<file path="config.mk">
export PLATFORM = sky130hd
export DESIGN_NAME = uart_cmd_decoder_flat
export DESIGN_NICKNAME = d
export VERILOG_FILES = /design/src/rtl/uart_cmd_decoder_if.sv /design/src/rtl/uart_cmd_decoder.sv /design/src/flat_wrapper.sv
export SDC_FILE = /design/constraint.sdc
export NUM_CORES = 1
export LEC_CHECK = 0
export BUFFER_PORTS_ARGS = -buffer_cell sky130_fd_sc_hd__buf_2
export CAP_MARGIN = 15
export CORE_ASPECT_RATIO = 1.1
export CORE_MARGIN = 4
export CORE_UTILIZATION = 40
export CTS_CLUSTER_SIZE = 14
export DETAILED_ROUTE_END_ITERATION = 10
export SETUP_SLACK_MARGIN = 0.3
export SLEW_MARGIN = 10
export SYNTH_ARGS = -nofsm -noshare
export SYNTH_HDL_FRONTEND = slang
export SYNTH_SLANG_ARGS = --single-unit
</file>
<file path="constraint.sdc">
create_clock -name i_clk -period 12.4 [get_ports i_clk]
set_clock_uncertainty 0.15 [all_clocks]
set_input_delay 3.72 -clock i_clk [delete_from_list [all_inputs] [get_ports i_clk]]
set_output_delay 3.72 -clock i_clk [all_outputs]
set_load 0.02 [all_outputs]
</file>
<file path="src/rtl/uart_cmd_decoder_if.sv">
// Byte-stream input from the UART receiver and command-word handshake toward the bus master.
// The master modport is the decoder's view; slave is the surrounding environment.
interface uart_cmd_decoder_if;
    logic        rx_stb;
    logic [7:0]  rx_data;
    logic        cmd_stb;
    logic [33:0] cmd_word;
    logic        cmd_busy;

    modport master (
        input  rx_stb,
        input  rx_data,
        input  cmd_busy,
        output cmd_stb,
        output cmd_word
    );

    modport slave (
        output rx_stb,
        output rx_data,
        output cmd_busy,
        input  cmd_stb,
        input  cmd_word
    );
endinterface

</file>
<file path="src/rtl/uart_cmd_decoder.sv">
// ASCII command decoder: hex digits accumulate into a 32-bit value, command letters emit
// 34-bit words into a first-word-fall-through FIFO that feeds the bus master.
module uart_cmd_decoder #(
    parameter int LGFIFO = 2
) (
    input  logic                i_clk,
    input  logic                i_reset,
    uart_cmd_decoder_if.master  bus,
    output logic                o_err,
    output logic                o_overflow,
    output logic [LGFIFO:0]     o_fifo_fill
);

    localparam int DEPTH = 1 << LGFIFO;
    localparam logic [LGFIFO:0] FULL_FILL = (LGFIFO + 1)'(DEPTH);

    logic [31:0]       acc;
    logic              is_hex;
    logic              is_space;
    logic              is_cmd;
    logic [3:0]        nibble;
    logic [33:0]       new_word;

    logic [33:0]       mem [DEPTH];
    logic [LGFIFO-1:0] wr_ptr;
    logic [LGFIFO-1:0] rd_ptr;
    logic [LGFIFO:0]   fill;
    logic              push_req;
    logic              push;
    logic              pop;
    logic              full;

    always_comb begin
        is_hex   = 1'b0;
        is_space = 1'b0;
        is_cmd   = 1'b0;
        nibble   = 4'h0;
        new_word = 34'h0;
        if (bus.rx_data inside {[8'h30:8'h39]}) begin
            is_hex = 1'b1;
            nibble = bus.rx_data[3:0];
        end else if (bus.rx_data inside {[8'h41:8'h46]}) begin
            is_hex = 1'b1;
            nibble = 4'(bus.rx_data - 8'h37);
        end else if (bus.rx_data inside {[8'h61:8'h66]}) begin
            is_hex = 1'b1;
            nibble = 4'(bus.rx_data - 8'h57);
        end else begin
            case (bus.rx_data)
                8'h20, 8'h0D, 8'h0A: is_space = 1'b1;
                8'h52: begin is_cmd = 1'b1; new_word = 34'h0; end
                8'h57: begin is_cmd = 1'b1; new_word = {2'b01, acc}; end
                8'h53: begin is_cmd = 1'b1; new_word = {2'b10, 2'b00, acc[29:2], 2'b00}; end
                8'h4E: begin is_cmd = 1'b1; new_word = {2'b10, 2'b00, acc[29:2], 2'b01}; end
                8'h50: begin is_cmd = 1'b1; new_word = {2'b10, 2'b00, acc[29:2], 2'b10}; end
                8'h5A: begin is_cmd = 1'b1; new_word = {2'b11, 32'h0}; end
                default: ;
            endcase
        end
    end

    // Commands and illegal characters both leave the accumulator cleared for the next command.
    always_ff @(posedge i_clk) begin
        if (i_reset) begin
            acc   <= 32'h0;
            o_err <= 1'b0;
        end else begin
            o_err <= bus.rx_stb && !is_hex && !is_space && !is_cmd;
            if (bus.rx_stb) begin
                if (is_hex)
                    acc <= {acc[27:0], nibble};
                else if (!is_space)
                    acc <= 32'h0;
            end
        end
    end

    // A pop in the same cycle frees a slot, so a push into a full FIFO is still accepted.
    always_comb begin
        full     = (fill == FULL_FILL);
        pop      = (fill != '0) && !bus.cmd_busy;
        push_req = bus.rx_stb && is_cmd;
        push     = push_req && (!full || pop);
    end

    always_ff @(posedge i_clk) begin
        if (i_reset) begin
            wr_ptr     <= '0;
            rd_ptr     <= '0;
            fill       <= '0;
            o_overflow <= 1'b0;
        end else begin
            o_overflow <= push_req && !push;
            if (push)
                wr_ptr <= wr_ptr + LGFIFO'(1);
            if (pop)
                rd_ptr <= rd_ptr + LGFIFO'(1);
            case ({push, pop})
                2'b10:   fill <= fill + (LGFIFO + 1)'(1);
                2'b01:   fill <= fill - (LGFIFO + 1)'(1);
                default: fill <= fill;
            endcase
        end
    end

    always_ff @(posedge i_clk) begin
        if (push)
            mem[wr_ptr] <= new_word;
    end

    assign bus.cmd_stb  = (fill != '0);
    assign bus.cmd_word = mem[rd_ptr];
    assign o_fifo_fill  = fill;

endmodule

</file>
<file path="src/flat_wrapper.sv">
// flat-port wrapper written by rule: the top's interface ports become plain ports
module uart_cmd_decoder_flat 
#(
    parameter int LGFIFO = 2
)
  (i_clk, i_reset, o_err, o_overflow, o_fifo_fill, bus_rx_stb, bus_rx_data, bus_cmd_busy, bus_cmd_stb, bus_cmd_word);
  uart_cmd_decoder_if bus_i ();
  input  logic i_clk;
  input  logic i_reset;
  output logic o_err;
  output logic o_overflow;
  output logic [LGFIFO:0] o_fifo_fill;
  input wire logic [$bits(bus_i.rx_stb)-1:0] bus_rx_stb;
  input wire logic [$bits(bus_i.rx_data)-1:0] bus_rx_data;
  input wire logic [$bits(bus_i.cmd_busy)-1:0] bus_cmd_busy;
  output wire logic [$bits(bus_i.cmd_stb)-1:0] bus_cmd_stb;
  output wire logic [$bits(bus_i.cmd_word)-1:0] bus_cmd_word;
  assign bus_i.rx_stb = bus_rx_stb;
  assign bus_i.rx_data = bus_rx_data;
  assign bus_i.cmd_busy = bus_cmd_busy;
  assign bus_cmd_stb = bus_i.cmd_stb;
  assign bus_cmd_word = bus_i.cmd_word;
  uart_cmd_decoder #(.LGFIFO(LGFIFO)) u_core (.i_clk(i_clk), .i_reset(i_reset), .bus(bus_i), .o_err(o_err), .o_overflow(o_overflow), .o_fifo_fill(o_fifo_fill));
endmodule
</file>
== Yosys cells after proc, flatten, opt, wreduce, memory -nomap -nowiden ==
Memories as Yosys holds them, arrays and structs flattened. A register that Yosys moved wholly into a read port is not among the register bits.
Index checks and enable logic that the tools add are counted.

* Bits in writable memories: 136
* Memory bits (read-only): 0
* Memories kept: 1
* Output and inout port bits: 40
* Input port bits: 12
* Bits in registers: 41
* Latch bits: 0
* Logic and storage cells: 79

{| class="wikitable"
|+ Memory list
! name !! depth !! bits a word !! read ports !! clocked after Yosys merged registers in !! write ports !! line !! text
|-
| u_core.mem || 4 || 34 || 1 || 1 || 1 || uart_cmd_decoder.sv:24 || <nowiki>logic [33:0] mem [DEPTH];</nowiki>
|}

* Reduce and logical (&&, ||, !) cells: 22
* Div/mod/pow operators: 0
* Multipliers: 0
* Shift-type cells: 0
* Mux-type cells: 25
* Bitwise logic cells: 0
* $add $sub $neg: 6
* Equality and inequality tests: 13
* Magnitude comparators: 6

{| class="wikitable"
|+ Operators with widths
! kind !! count
|-
| $pmux 34 s5 || 1
|-
| $mux 34 || 3
|-
| $mux 32 || 2
|-
| $eq 8x7->1 const B || 6
|-
| $eq 8x4->1 const B || 2
|-
| $ge 8x7->1 const B || 2
|-
| $le 8x7->1 const B || 2
|-
| $mux 1 || 13
|-
| $mux 4 || 3
|-
| $logic_and 1x1->1 || 10
|-
| $eq 8x6->1 const B || 1
|-
| $ge 8x6->1 const B || 1
|-
| $le 8x6->1 const B || 1
|-
| $sub 4x3->4 const B || 2
|-
| $logic_not 1->1 || 6
|-
| $pmux 3 s2 || 1
|-
| $reduce_or 6->1 || 1
|-
| $add 2x1->2 const B || 2
|-
| $mux 2 || 2
|-
| $add 3x1->3 const B || 1
|-
| $eq 3x3->1 const B || 1
|-
| $reduce_bool 3->1 || 1
|-
| $reduce_or 3->1 || 1
|-
| $sub 3x1->3 const B || 1
|-
| other kinds (6) || 6
|}

== Depth between registers and ports, before layout ==
* Depth in word-level cells: 10
* Depth in mapped cells: 13
* Depth with buffers taken out: 13

== Least setup slack after synthesis ==
No wires, ideal clock.

* Kind: input to register
* Start: in bus_rx_data[0]
* End: mem u_core.mem[0][0] (enable)
* Setup slack: 5919 ps
* Stages: 7
* Arrival time: 5936 ps
* Library setup time: 394 ps
* Required time: 11856 ps
* Buffers on the path: 0
* Cell sequence: inv_1 ha_1 nor2b_2 a2111oi_4 o21ai_2 and4bb_2 and2_1

* Longest elaborated chain between the ends: 10
* Elaborated cells on any way between the ends: 24
* Classes of those cells: order compare (6); eq/ne (6); mux (6); reduce/logical (6)

{| class="wikitable"
|+ RTL lines
! item !! line !! text
|-
| start: declaration || flat_wrapper.sv:14 || <nowiki>input wire logic [$bits(bus_i.rx_data)-1:0] bus_rx_data;</nowiki>
|-
| branches (longest 5 deep; another with $ge 8x7->1) || -- ||
|-
| $mux 1 (*) || uart_cmd_decoder.sv:39 || <nowiki>if (bus.rx_data inside {[8'h30:8'h39]}) begin</nowiki>
|-
| $logic_and 1x1->1 (*) || uart_cmd_decoder.sv:82 || <nowiki>push_req = bus.rx_stb && is_cmd;</nowiki>
|-
| $logic_and 1x1->1 (*) || uart_cmd_decoder.sv:83 || <nowiki>push = push_req && (!full || pop);</nowiki>
|-
| $mux 1 (*) || uart_cmd_decoder.sv:107 || <nowiki>if (push)</nowiki>
|-
| $mux 1 (not written as such) (*) || uart_cmd_decoder.sv:108 || <nowiki>mem[wr_ptr] <= new_word;</nowiki>
|-
| end: declaration || uart_cmd_decoder.sv:24 ||
|}

Every way passes the cells marked *.

== Worst setup path in the final report ==
* Start: in bus_rx_data[0]
* End: mem u_core.mem[1][9] (enable)

The elaborated chain is that of the path after synthesis.

==> flow_metrics.tcl <==
set metrics [dict create \
    vdd_drop_max_mv 0.0832 \
    r2r_end "u_core.mem[1][9]$_DFFE_PP_" \
    netlist_instances 438 \
    dr.pass1.iters 4 \
    die_area_mm2 0.0200 \
    postLayoutCoreUtil 0.476 \
    finalSetupViolations 0 \
    root_buffer "clkbuf_16" \
    dp_slack_ns 5.12 \
    gp_congestion 0.842 \
    die_x_um 135 \
    async_reset_ff_frac 0 \
    path_max_fanout 32 \
    cp.required_ns 12.34 \
    hold_path_end "u_core.acc[30]$_SDFFE_PP0P_" \
    reg2reg_slack_ns 9.88 \
    ys_seq_area_frac 0.693 \
    initial_utilization 0.413 \
    avgRoutedWirePerCell_um 18.4 \
    ys_types 45 \
    crit_slowest_cell "and2_1" \
    vias 3884 \
    synth.avg_cell_area_um2 16.3 \
    setup_tns_ns 0 \
    core_area_mm2 0.0173 \
    hold_start "u_core.acc[30]$_SDFFE_PP0P_" \
    rsz0062_at_grt "false" \
    r2r-start "u_core.o_fifo_fill[0]$_SDFFE_PP0P_" \
    area_growth_syn_to_layout_pct 15.2 \
    grt_max_degree 45 \
    power_density_mw_per_mm2 145 \
    tightest_slew_ns 0.877 \
    cp_cell_sequence "buf_2 -> inv_1 -> ha_1 -> nor2b_2 -> a2111oi_4 -> o21ai_2 -> buf_4 -> and4bb_2 -> and2_1 -> buf_4" \
    hold_path_depth 2 \
    routed_wl_mm 13.6 \
    p_total_mw 1.19 \
    path_common_cell "buf_4" \
    drtAntennaViolNets 0 \
    grt_overflow 0 \
    synth-edff-count 136 \
    final_cell_mix "136 x edfxtp_1, 51 x buf_2, 42 x dfxtp_1" \
    setup_ws_ns 5.63 \
    outcome "completed" \
    drive_above_1_share 0.263 \
    slew_headroom 0.415 \
    dr.first_iter.drc_count 262 \
    finalHoldViolations 0 \
    maxSlewViolCount 0 \
    period_share 0.546 \
    ys_ff_latch 179 \
    grt_pass1_wl_mm 22.0 \
    cts_buffers 17 \
    fillers 1510 \
    cts_setup_buffers 0 \
    slowest_delay_ns 0.65 \
    critPathKind "in -> reg" \
    finalNetCount 512 \
    endpoint_kind "register" \
    cts_tree "built" \
    antenna_cells 0 \
    r2r_cells 5 \
    antenna_found_initial 0 \
    hold_path_class "reg -> reg" \
    portBuffers 51 \
    cts_resized 0 \
    fmax_mhz 148 \
    ios 52 \
    final_common_cell "edfxtp_1" \
    synth_nets 461 \
    leakage_nw 2.89 \
    clk_path_buf_depth 2 \
    fin_hold_ws_ns 0.333 \
    grt_use_total 0.143 \
    synth_area_mm2 0.00714 \
    dieHeight_um 148 \
    grt_pass1_vias 4082 \
    rows 50 \
    clkTransAtPathRegs_ns 0.06 \
    stdcell_area_mm2 0.00822 \
    drc 0 \
    htreeDepth 4 \
    period_minus_slack_ns 6.77 \
    cts_hold_buf 0 \
    yosys_warnings 0 \
    start_kind "input port" \
    insertion_delay_ns 0.42 \
    cap_violations 0 \
    crit_arrival_ns 6.71 \
    place_area_mm2 0.00764 \
    cts_sinks 179 \
    hpwl_mm 8.23 \
    drt-vias-per-instance 5.28 \
    finalNonFillerCells 736 \
    synth_flop_cell "edfxtp_1" \
    placedCellCount 704 \
]
cells in the mapped netlist (2+ instances only):
cell        n  area (um^2)
a21oi_1     7         35.0
a221oi_1    2         17.5
a32oi_1    29          254
and2_1     34          213
and4bb_2    2         25.0
buf_1       3         11.3
buf_2       8         40.0
clkbuf_1   16         60.1
dfxtp_1    43          861
edfxtp_1  136         4080
ha_1       10          125
inv_1      11         41.3
mux4_2     34          766
nand2_1    11         41.3
nand2b_1    3         18.8
nand3_1     4         20.0
nand4_1     2         12.5
nor2_1     40          150
nor2b_1     3         18.8
nor3_1      4         20.0
nor3b_1     3         22.5
o21ai_0     3         15.0
o311ai_1    2         17.5
o31ai_1     2         15.0
or3_1       3         18.8
xnor2_1     2         17.5
xor2_1      3         26.3
how the worst max path moves through the flow:
stage / startpoint / end
3_3_place_gp: bus_rx_data[0] / u_core.mem[1][17]$_DFFE_PP_
4_1_cts: bus_rx_data[0] / u_core.mem[1][11]$_DFFE_PP_
3_5_place_dp: bus_rx_data[0] / u_core.mem[1][17]$_DFFE_PP_
5_1_grt: bus_rx_data[0] / u_core.mem[1][9]$_DFFE_PP_
2_1_floorplan: bus_rx_data[0] / u_core.mem[0][0]$_DFFE_PP_
6_report: bus_rx_data[0] / u_core.mem[1][9]$_DFFE_PP_
where the power goes:
part	internal [mW]	switching [mW]	leakage, nW	total (mW)
logic	0.0112	0.0217	0.830	0.0329
registers	0.638	0.000883	1.78	0.639
clock network	0.299	0.222	0.271	0.520
metal layers:
layer / vias up / GRT usage / part of all wire
met5: - / 0 / 0
met4: 0 / 0.0393 / 0.010
met3: 13 / 0.0382 / 0.036
met2: 74 / 0.241 / 0.52
met1: 1988 / 0.184 / 0.44
li1: 1809 / - / -
layout make-up:
type                       count  area [um^2]  share of cell area
sequential                   179         4950               0.602
multi-input combinational    221         2040               0.248
clock buffer                  18          429              0.0522
timing repair buffer          59          315              0.0384
tap                          234          293              0.0356
clock inverter                14          155              0.0189
inverter                      11         41.3             0.00502
state kept, by name, summed over array words and instances, names as in the netlist, named ones only:
register / cells
u_core.acc: 32
u_core.o_overflow: 1
u_core.rd_ptr: 2
u_core.wr_ptr: 2
u_core.mem: 136
u_core.o_err: 1
u_core.o_fifo_fill: 3
cell families after synthesis:
kind of cell | share of synthesized area
buf+inv | 0.0214
mux | 0.110
fa+ha+maj | 0.0203
xor+xnor | 0.00614
simple gates | 0.0886
compound gates | 0.0603
flops | 0.693
worst max-delay path, delay by kind of cell:
kind | cells | cell delay [ns]
buffers and inverters | 4 | 0.97
AND/OR/NAND/NOR | 3 | 1.28
adder cells (fa/ha/maj) | 1 | 0.26
AO/OA/AOI/OAI | 2 | 0.46
(Power assumes the default switching activity.)
